--- config.mk ---
export PLATFORM = sky130hd
export DESIGN_NAME = hazard_scoreboard_unit
export DESIGN_NICKNAME = d
export VERILOG_FILES = /design/src/rtl/hazard_scoreboard_unit.sv
export SDC_FILE = /design/constraint.sdc
export NUM_CORES = 1
export LEC_CHECK = 0
export CAP_MARGIN = 25
export CORE_MARGIN = 2
export CORE_UTILIZATION = 61
export DETAILED_ROUTE_END_ITERATION = 7
export DONT_BUFFER_PORTS = 1
export PLACE_DENSITY = 0.88
export SKIP_CTS_REPAIR_TIMING = 1
export SLEW_MARGIN = 15
export SYNTH_ARGS = -nofsm -noshare
export SYNTH_HDL_FRONTEND = slang
export SYNTH_SLANG_ARGS = --single-unit
--- constraint.sdc ---
create_clock -name clk -period 3.55 [get_ports clk]
set_input_delay 0.5325 -clock clk [delete_from_list [all_inputs] [get_ports clk]]
set_output_delay 0.5325 -clock clk [all_outputs]
set_load 0.02 [all_outputs]
--- src/rtl/hazard_scoreboard_unit.sv ---
// ID-stage hazard unit: multi-bubble load-use tracking plus a per-register
// scoreboard for long-latency results, with stall cause and stall-cycle counter.
module hazard_scoreboard_unit #(
  parameter int unsigned REG_ADDR_W   = 5,
  parameter int unsigned NUM_REGS     = 32,
  parameter int unsigned LOAD_BUBBLES = 1,
  parameter int unsigned CNT_W        = 32
) (
  input  logic                  clk,
  input  logic                  rst_n,
  input  logic                  id_valid,
  input  logic [REG_ADDR_W-1:0] id_rs1,
  input  logic [REG_ADDR_W-1:0] id_rs2,
  input  logic                  id_rs1_used,
  input  logic                  id_rs2_used,
  input  logic [REG_ADDR_W-1:0] id_rd,
  input  logic                  id_reg_write,
  input  logic                  id_mem_read,
  input  logic                  id_long_op,
  input  logic                  flush,
  input  logic                  wb_long_valid,
  input  logic [REG_ADDR_W-1:0] wb_long_rd,
  output logic                  stall,
  output logic [1:0]            stall_cause,
  output logic [NUM_REGS-1:0]   pending_mask,
  output logic [CNT_W-1:0]      stall_cycles
);

  logic [LOAD_BUBBLES-1:0] ld_valid;
  logic [REG_ADDR_W-1:0]   ld_rd [LOAD_BUBBLES];
  logic [NUM_REGS-1:0]     pending;
  logic [NUM_REGS-1:0]     pending_next;
  logic [CNT_W-1:0]        cnt;
  logic                    load_use;
  logic                    raw;
  logic                    waw;
  logic                    issue;
  logic                    rs1_live;
  logic                    rs2_live;

  assign rs1_live = id_rs1_used && (id_rs1 != '0);
  assign rs2_live = id_rs2_used && (id_rs2 != '0);

  always_comb begin
    load_use = 1'b0;
    for (int unsigned k = 0; k < LOAD_BUBBLES; k++) begin
      if (ld_valid[k] && ((rs1_live && ld_rd[k] == id_rs1) ||
                          (rs2_live && ld_rd[k] == id_rs2)))
        load_use = 1'b1;
    end
    raw = (rs1_live && pending[id_rs1]) || (rs2_live && pending[id_rs2]);
    waw = id_reg_write && (id_rd != '0) && pending[id_rd];
    stall = id_valid && !flush && (load_use || raw || waw);
    if (!stall)        stall_cause = 2'b00;
    else if (load_use) stall_cause = 2'b01;
    else if (raw)      stall_cause = 2'b10;
    else               stall_cause = 2'b11;
  end

  assign issue = id_valid && !stall && !flush;

  // Entry k holds the load that issued k+1 cycles ago; stall/flush cycles shift in a bubble.
  always_ff @(posedge clk or negedge rst_n) begin
    if (!rst_n) begin
      ld_valid <= '0;
      for (int unsigned k = 0; k < LOAD_BUBBLES; k++) ld_rd[k] <= '0;
    end else begin
      ld_valid[0] <= issue && id_mem_read && id_reg_write && (id_rd != '0);
      ld_rd[0]    <= id_rd;
      for (int unsigned k = 1; k < LOAD_BUBBLES; k++) begin
        ld_valid[k] <= ld_valid[k-1];
        ld_rd[k]    <= ld_rd[k-1];
      end
    end
  end

  // Clear is applied before set so a same-cycle set on the same bit wins.
  always_comb begin
    pending_next = pending;
    if (wb_long_valid && (wb_long_rd != '0))
      pending_next[wb_long_rd] = 1'b0;
    if (issue && id_long_op && id_reg_write && (id_rd != '0))
      pending_next[id_rd] = 1'b1;
    pending_next[0] = 1'b0;
  end

  always_ff @(posedge clk or negedge rst_n) begin
    if (!rst_n) begin
      pending <= '0;
      cnt     <= '0;
    end else begin
      pending <= pending_next;
      if (stall && (cnt != '1))
        cnt <= cnt + CNT_W'(1);
    end
  end

  assign pending_mask = pending;
  assign stall_cycles = cnt;

endmodule

==> flow_summary.json, run 1 <==
{
  "fp.dieW_um": 87.1,
  "min_path_type": "in2async",
  "critPathArrivalTime_ns": 2.86,
  "final_util_pct": 66.1,
  "core_area_um2": 6720,
  "synth_nets": 425,
  "rsz0062_at_grt": "no",
  "drv_cap": 0,
  "met3_usage_pct": 9.38,
  "drtPass1Iterations": 5,
  "swShare_pct": 30.2,
  "nNetsFinal": 421,
  "synth_edf_count": 0,
  "use_met2_pct": 43.7,
  "synth_area_leaders": "dfrtp_1, mux4_2, xnor2_1, o21ai_0, mux2i_1",
  "grt_pass1_vias": 3303,
  "grt_overflow": 0,
  "crit_type": "reg2out",
  "drt_iter0_drc": 552,
  "finalCritPeriodShare_pct": 95.7,
  "cp.required_ns": 3.02,
  "total_power_mw": 1.79,
  "clkLatencyLatePin_ns": 0.35,
  "ys_top_cells_by_count": "dfrtp_1, o21ai_0, xnor2_1",
  "netlist_area_um2": 4210,
  "ys_seq_area_share_pct": 41.0,
  "initial_utilization_pct": 62.7,
  "drc": 0,
  "synth_top_flop_cell": "dfrtp_1",
  "cts_sinks": 69,
  "cp_slowest_cell": "mux4_1",
  "grt_usage_pct": 30.6,
  "relSlewSlack_pct": 60.0,
  "synth_cell_types": 53,
  "clkSlewWorstSetupHoldPaths_ns": 0.08,
  "report.final.slew_viol_count": 0,
  "final_antenna_net_count": 0,
  "hold_viol": 0,
  "comb_power_share_pct": 11.3,
  "crit_chain": "mux4_1 > mux2_2 > nor3b_2 > a2111oi_4 > a21oi_2 > and3_1 > nor3_1 > buf_4",
  "clockBufferDepth": 2,
  "diodes": 0,
  "dp_hpwl_um": 8090,
  "ios": 97,
  "startpoint_type": "flop",
  "fill_cells": 466,
  "fmax_mhz": 294,
  "portBuffers": 0,
  "cts_max_level": 3,
  "worst_pin_slew_ns": 0.595,
  "top_usage_layer": "met2",
  "p_int_mw": 1.25,
  "antenna_found_initial": 0,
  "cp-end-kind": "primary output",
  "yosysWarnings": 0,
  "drive_gt1_share_pct": 16.2,
  "area_growth_pct": 5.44,
  "avgRoutedWirePerCell_um": 24.4,
  "grtUsageMet1_pct": 43.1,
  "period_minus_slack_ns": 3.40,
  "root_buffer": "clkbuf_8",
  "die_area_um2": 7580,
  "synth_largest_area_cell": "dfrtp_1",
  "vias_per_cell": 7.41,
  "p_leak_nw": 1.83,
  "synth.top_cell.area_share_pct": 41.0,
  "vias": 3518,
  "vdd_drop_max_mv": 0.351,
  "die_h_um": 87.1,
  "ys_seq_elements": 69,
  "fp-row-count": 30,
  "yosys.cell_count.top_type": "dfrtp_1",
  "p_sw_mw": 0.540,
  "critical_path.max_stage_delay_ns": 0.56,
  "synthArstFlopShare_pct": 100,
  "p_per_area_nw_per_um2": 403,
  "setup_tns_ns": 0,
  "numCtsBuffers": 9,
  "synth_cells": 394,
  "clkPwrFrac_pct": 36.2,
  "whs_ns": 0.0414,
  "cp_max_fo": 7,
  "seqPwrFrac_pct": 52.5,
  "grt_max_degree": 70,
  "status": "complete, no violations",
  "clock_skew_ns": 0.0100,
  "finalWirelength_um": 11600,
  "setup_viol": 0,
  "grt_pass1_wl_um": 17600,
  "gp_congestion": 0.917,
  "avgSynthCellArea_um2": 10.7,
  "cts_tree": "done"
}
## cell usage in the layout (no fill, tap or decap), types with 9 or more instances in the layout
cell and n:
nand3_1 19, o21ai_2 9, dfrtp_1 69, xnor2_1 27, nand4_1 15, nand2_1 19
and3_1 10, o21ai_0 47, clkbuf_8 9, nor2_1 10, mux2i_1 19, xor2_1 13
mux4_2 11
## path summary, 6_finish.rpt
path	start	endpoint	slack, ns	cells past startpoint
setup / recovery	pending_mask[13]	stall_cause[0]	0.15	8
hold / removal	rst_n	pending_mask[1]	0.04	1
hold reg to reg	stall_cycles[27]	stall_cycles[27]	0.63	1
max in group asynchronous	rst_n	stall_cycles[14]	3.19	1
setup reg to reg	pending_mask[13]	pending_mask[30]	0.37	8
min in group clk	id_rd[2]	ld_rd[2]	0.21	0
## kinds of logic (layout without fill, tap and decap cells)
| kind of cell | count (synthesis) | count (layout) | share of synthesized area [%] |
|---|---|---|---|
| AO/OA/AOI/OAI | 82 | 82 | 12.6 |
| buffers and inverters | 26 | 27 | 3.71 |
| other | 1 | 1 | 0.0890 |
| multiplexers | 39 | 39 | 13.9 |
| AND/OR/NAND/NOR | 135 | 135 | 19.7 |
| XOR/XNOR | 41 | 41 | 8.70 |
| flip-flops | 69 | 69 | 41.0 |
| adder cells (fa/ha/maj) | 1 | 1 | 0.297 |
## sequential cells by signal (all words and copies together) (netlist names)
name          count
ld_rd             5
ld_valid          1
pending_mask     31
stall_cycles     32
## power groups by stage
stage | logic (mW) | registers, mW | clock network (mW)
after floorplan | 0.170 | 0.932 | 0
after global placement | 0.175 | 0.950 | 0
after detailed placement | 0.182 | 0.952 | 0
after CTS | 0.183 | 0.936 | 0.653
after global routing | 0.225 | 0.942 | 0.688
final | 0.203 | 0.939 | 0.648
## routing by layer
layer / wire [um] / part of all wire (%)
met5: 0 / 0
met4: 363 / 3.1
met3: 1490 / 13
met2: 5230 / 45
met1: 4500 / 39
## layout make-up
type | instances | area [um2] | share of cell area (%)
inverter | 4 | 15.0 | 0.338
clock buffer | 9 | 124 | 2.79
multi-input combinational | 299 | 2330 | 52.4
clock inverter | 7 | 73.8 | 1.66
timing repair buffer | 7 | 72.6 | 1.63
sequential | 69 | 1730 | 38.9
tap | 80 | 100 | 2.25
## stage by stage
stage | setup slack (ns) | cell area, um2 | instances
3_5_place_dp | 0.448 | 4220 | 458
4_1_cts | 0.175 | 4410 | 474
3_3_place_gp | 0.480 | 4220 | 458
2_1_floorplan | 0.336 | 4210 | 394
5_1_grt | 0.0789 | 4440 | 475
6_report | 0.154 | 4440 | 475
## critical path: cells and delay by family, from the launching register on
kind,cells,cell delay [ns]
muxes,2,0.87
and+or+nand+nor,3,0.68
DFF,1,0.52
AOI/OAI and AO/OA,2,0.27
buffers and inverters,1,0.17
(Power assumes the default switching activity.)
==> inputs of run 2 (changes only) <==
--- a/config.mk
+++ b/config.mk
@@ -11,6 +11,7 @@
 export DETAILED_ROUTE_END_ITERATION = 7
 export DONT_BUFFER_PORTS = 1
 export PLACE_DENSITY = 0.88
+export SETUP_SLACK_MARGIN = 0.15
 export SKIP_CTS_REPAIR_TIMING = 1
 export SLEW_MARGIN = 15
 export SYNTH_ARGS = -nofsm -noshare
==> run 2 against run 1 <==
Compared with the run above: flip-flop and latch count did not move; clock power is 0.6% lower; fmax up 3.4%; largest power group unchanged; register-to-register slack improved by 0.04 ns; clock skew increased by 0.0014 ns; final cell count did not move; critical path depth shrank 1; critical path type unchanged; combinational power about the same; design area up 0.20%; die area stayed put.
==> flow_summary.json, run 2 (synthesis gave the netlist of run 1 again) <==
{
  "diodes": 0,
  "setup_slack_ns": 0.265,
  "initial_utilization_pct": 62.7,
  "p_sw_mw": 0.536,
  "grt_pass1_vias": 3303,
  "vias": 3488,
  "critical_path.max_stage_delay_ns": 0.52,
  "p_per_area_nw_per_um2": 402,
  "dp_hpwl_um": 8090,
  "largest_reg_flops": 32,
  "clock_skew_ns": 0.0114,
  "use_met2_pct": 43.7,
  "fmax_mhz": 304,
  "area_growth_pct": 5.64,
  "drt_iter0_drc": 498,
  "fp-row-count": 30,
  "min_path_type": "in2async",
  "crit_type": "reg2out",
  "reg2reg_slack_ns": 0.41,
  "die_area_um2": 7580,
  "fill_cells": 466,
  "seqPwrFrac_pct": 52.6,
  "grt_usage_pct": 30.6,
  "portBuffers": 0,
  "p_int_mw": 1.25,
  "cp.required_ns": 3.02,
  "drc": 0,
  "clkLatencyLatePin_ns": 0.35,
  "drive_gt1_share_pct": 18.0,
  "multi_input_area_um2": 2330,
  "worst-path-buf-inv": 1,
  "gp_congestion": 0.917,
  "vias_per_cell": 7.34,
  "fp.dieW_um": 87.1,
  "clkPwrFrac_pct": 36.0,
  "grt_pass1_wl_um": 17600,
  "cp_max_fo": 7,
  "rsz0062_at_grt": "no",
  "whs_ns": 0.0457,
  "die_h_um": 87.1,
  "core_area_um2": 6720,
  "root_buffer": "clkbuf_8",
  "reg2reg_to": "pending_mask[30]",
  "finalCritPeriodShare_pct": 92.5,
  "avgRoutedWirePerCell_um": 24.4,
  "final_antenna_net_count": 0,
  "final_common_cell": "dfrtp_1",
  "cts_max_level": 3,
  "critPathArrivalTime_ns": 2.75,
  "cts_sinks": 69,
  "numCtsBuffers": 9,
  "top_usage_layer": "met2",
  "ff_latch_area_um2": 1730,
  "report.final.slew_viol_count": 0,
  "grt_max_degree": 70,
  "cp_slowest_cell": "dfrtp_1",
  "setup_tns_ns": 0,
  "grtUsageMet1_pct": 43.1,
  "r2r_start": "pending_mask[15]",
  "final_cell_mix": "dfrtp_1, o21ai_0, xnor2_1",
  "final_util_pct": 66.2,
  "period_minus_slack_ns": 3.29,
  "place_ws_ns": 0.448,
  "startpoint_type": "flop",
  "drtPass1Iterations": 5,
  "comb_power_share_pct": 11.4,
  "worst_pin_slew_ns": 0.602,
  "cts_tree": "done",
  "clockBufferDepth": 2,
  "crit_family": "multiplexers",
  "grt_overflow": 0,
  "hold_viol": 0,
  "relSlewSlack_pct": 59.5,
  "crit_chain": "mux4_2 > mux2_2 > a211o_1 > a21oi_2 > and3_2 > nor3_1 > buf_4",
  "rr_worst_depth": 7,
  "vdd_drop_max_mv": 0.351,
  "met3_usage_pct": 9.38,
  "drv_cap": 0,
  "antenna_found_initial": 0,
  "ios": 97,
  "setup_viol": 0,
  "p_leak_nw": 1.82,
  "swShare_pct": 30.0,
  "clkSlewWorstSetupHoldPaths_ns": 0.08,
  "finalWirelength_um": 11600,
  "nNetsFinal": 421,
  "cp-end-kind": "primary output",
  "status": "complete, no violations"
}
-- run 2: cell counts in the layout (fill, tap and decap cells not counted) --
No cell type changed its count.
-- run 2: worst max-delay path by stage --
| stage | startpoint | endpoint | slack [ns] | cells past startpoint |
|---|---|---|---|---|
| finish | pending_mask[15] | stall_cause[0] | 0.26 | 7 |
| global route | pending_mask[15] | stall_cause[0] | 0.17 | 8 |
| CTS | pending_mask[13] | stall_cause[0] | 0.17 | 8 |
| detailed placement | id_rs2[4] | pending_mask[30] | 0.45 | 8 |
| global placement | id_rd[4] | stall_cycles[9] | 0.48 | 9 |
| floorplan | id_rs2[2] | stall_cause[0] | 0.34 | 10 |
-- run 2: layout make-up --
class,instances,share of cell area (%)
clock buffers,9,2.78
repair buffers,7,1.63
clock inverters,7,1.66
well taps,80,2.25
multi-input cells,299,52.4
flip-flops and latches,69,39.0
inverters,4,0.337
-- run 2: power groups by stage --
| stage | combinational, mW | clock, mW | sequential (mW) |
|---|---|---|---|
| floorplan | 0.170 | 0 | 0.932 |
| detailed placement | 0.182 | 0 | 0.952 |
| global route | 0.225 | 0.688 | 0.943 |
| CTS | 0.183 | 0.653 | 0.936 |
| global placement | 0.175 | 0 | 0.950 |
| finish | 0.204 | 0.644 | 0.940 |
-- run 2: per-stage QoR --
step | power [mW] | cells | instance area (um2)
6_report | 1.79 | 475 | 4450
5_1_grt | 1.86 | 475 | 4450
4_1_cts | 1.77 | 474 | 4410
3_5_place_dp | 1.13 | 458 | 4220
3_3_place_gp | 1.13 | 458 | 4220
2_1_floorplan | 1.10 | 394 | 4210
-- run 2: routing by layer --
| metal | part of all wire, % | routed length [um] |
|---|---|---|
| met5 | 0 | 0 |
| met4 | 3.5 | 410 |
| met3 | 13 | 1510 |
| met2 | 45 | 5230 |
| met1 | 38 | 4460 |
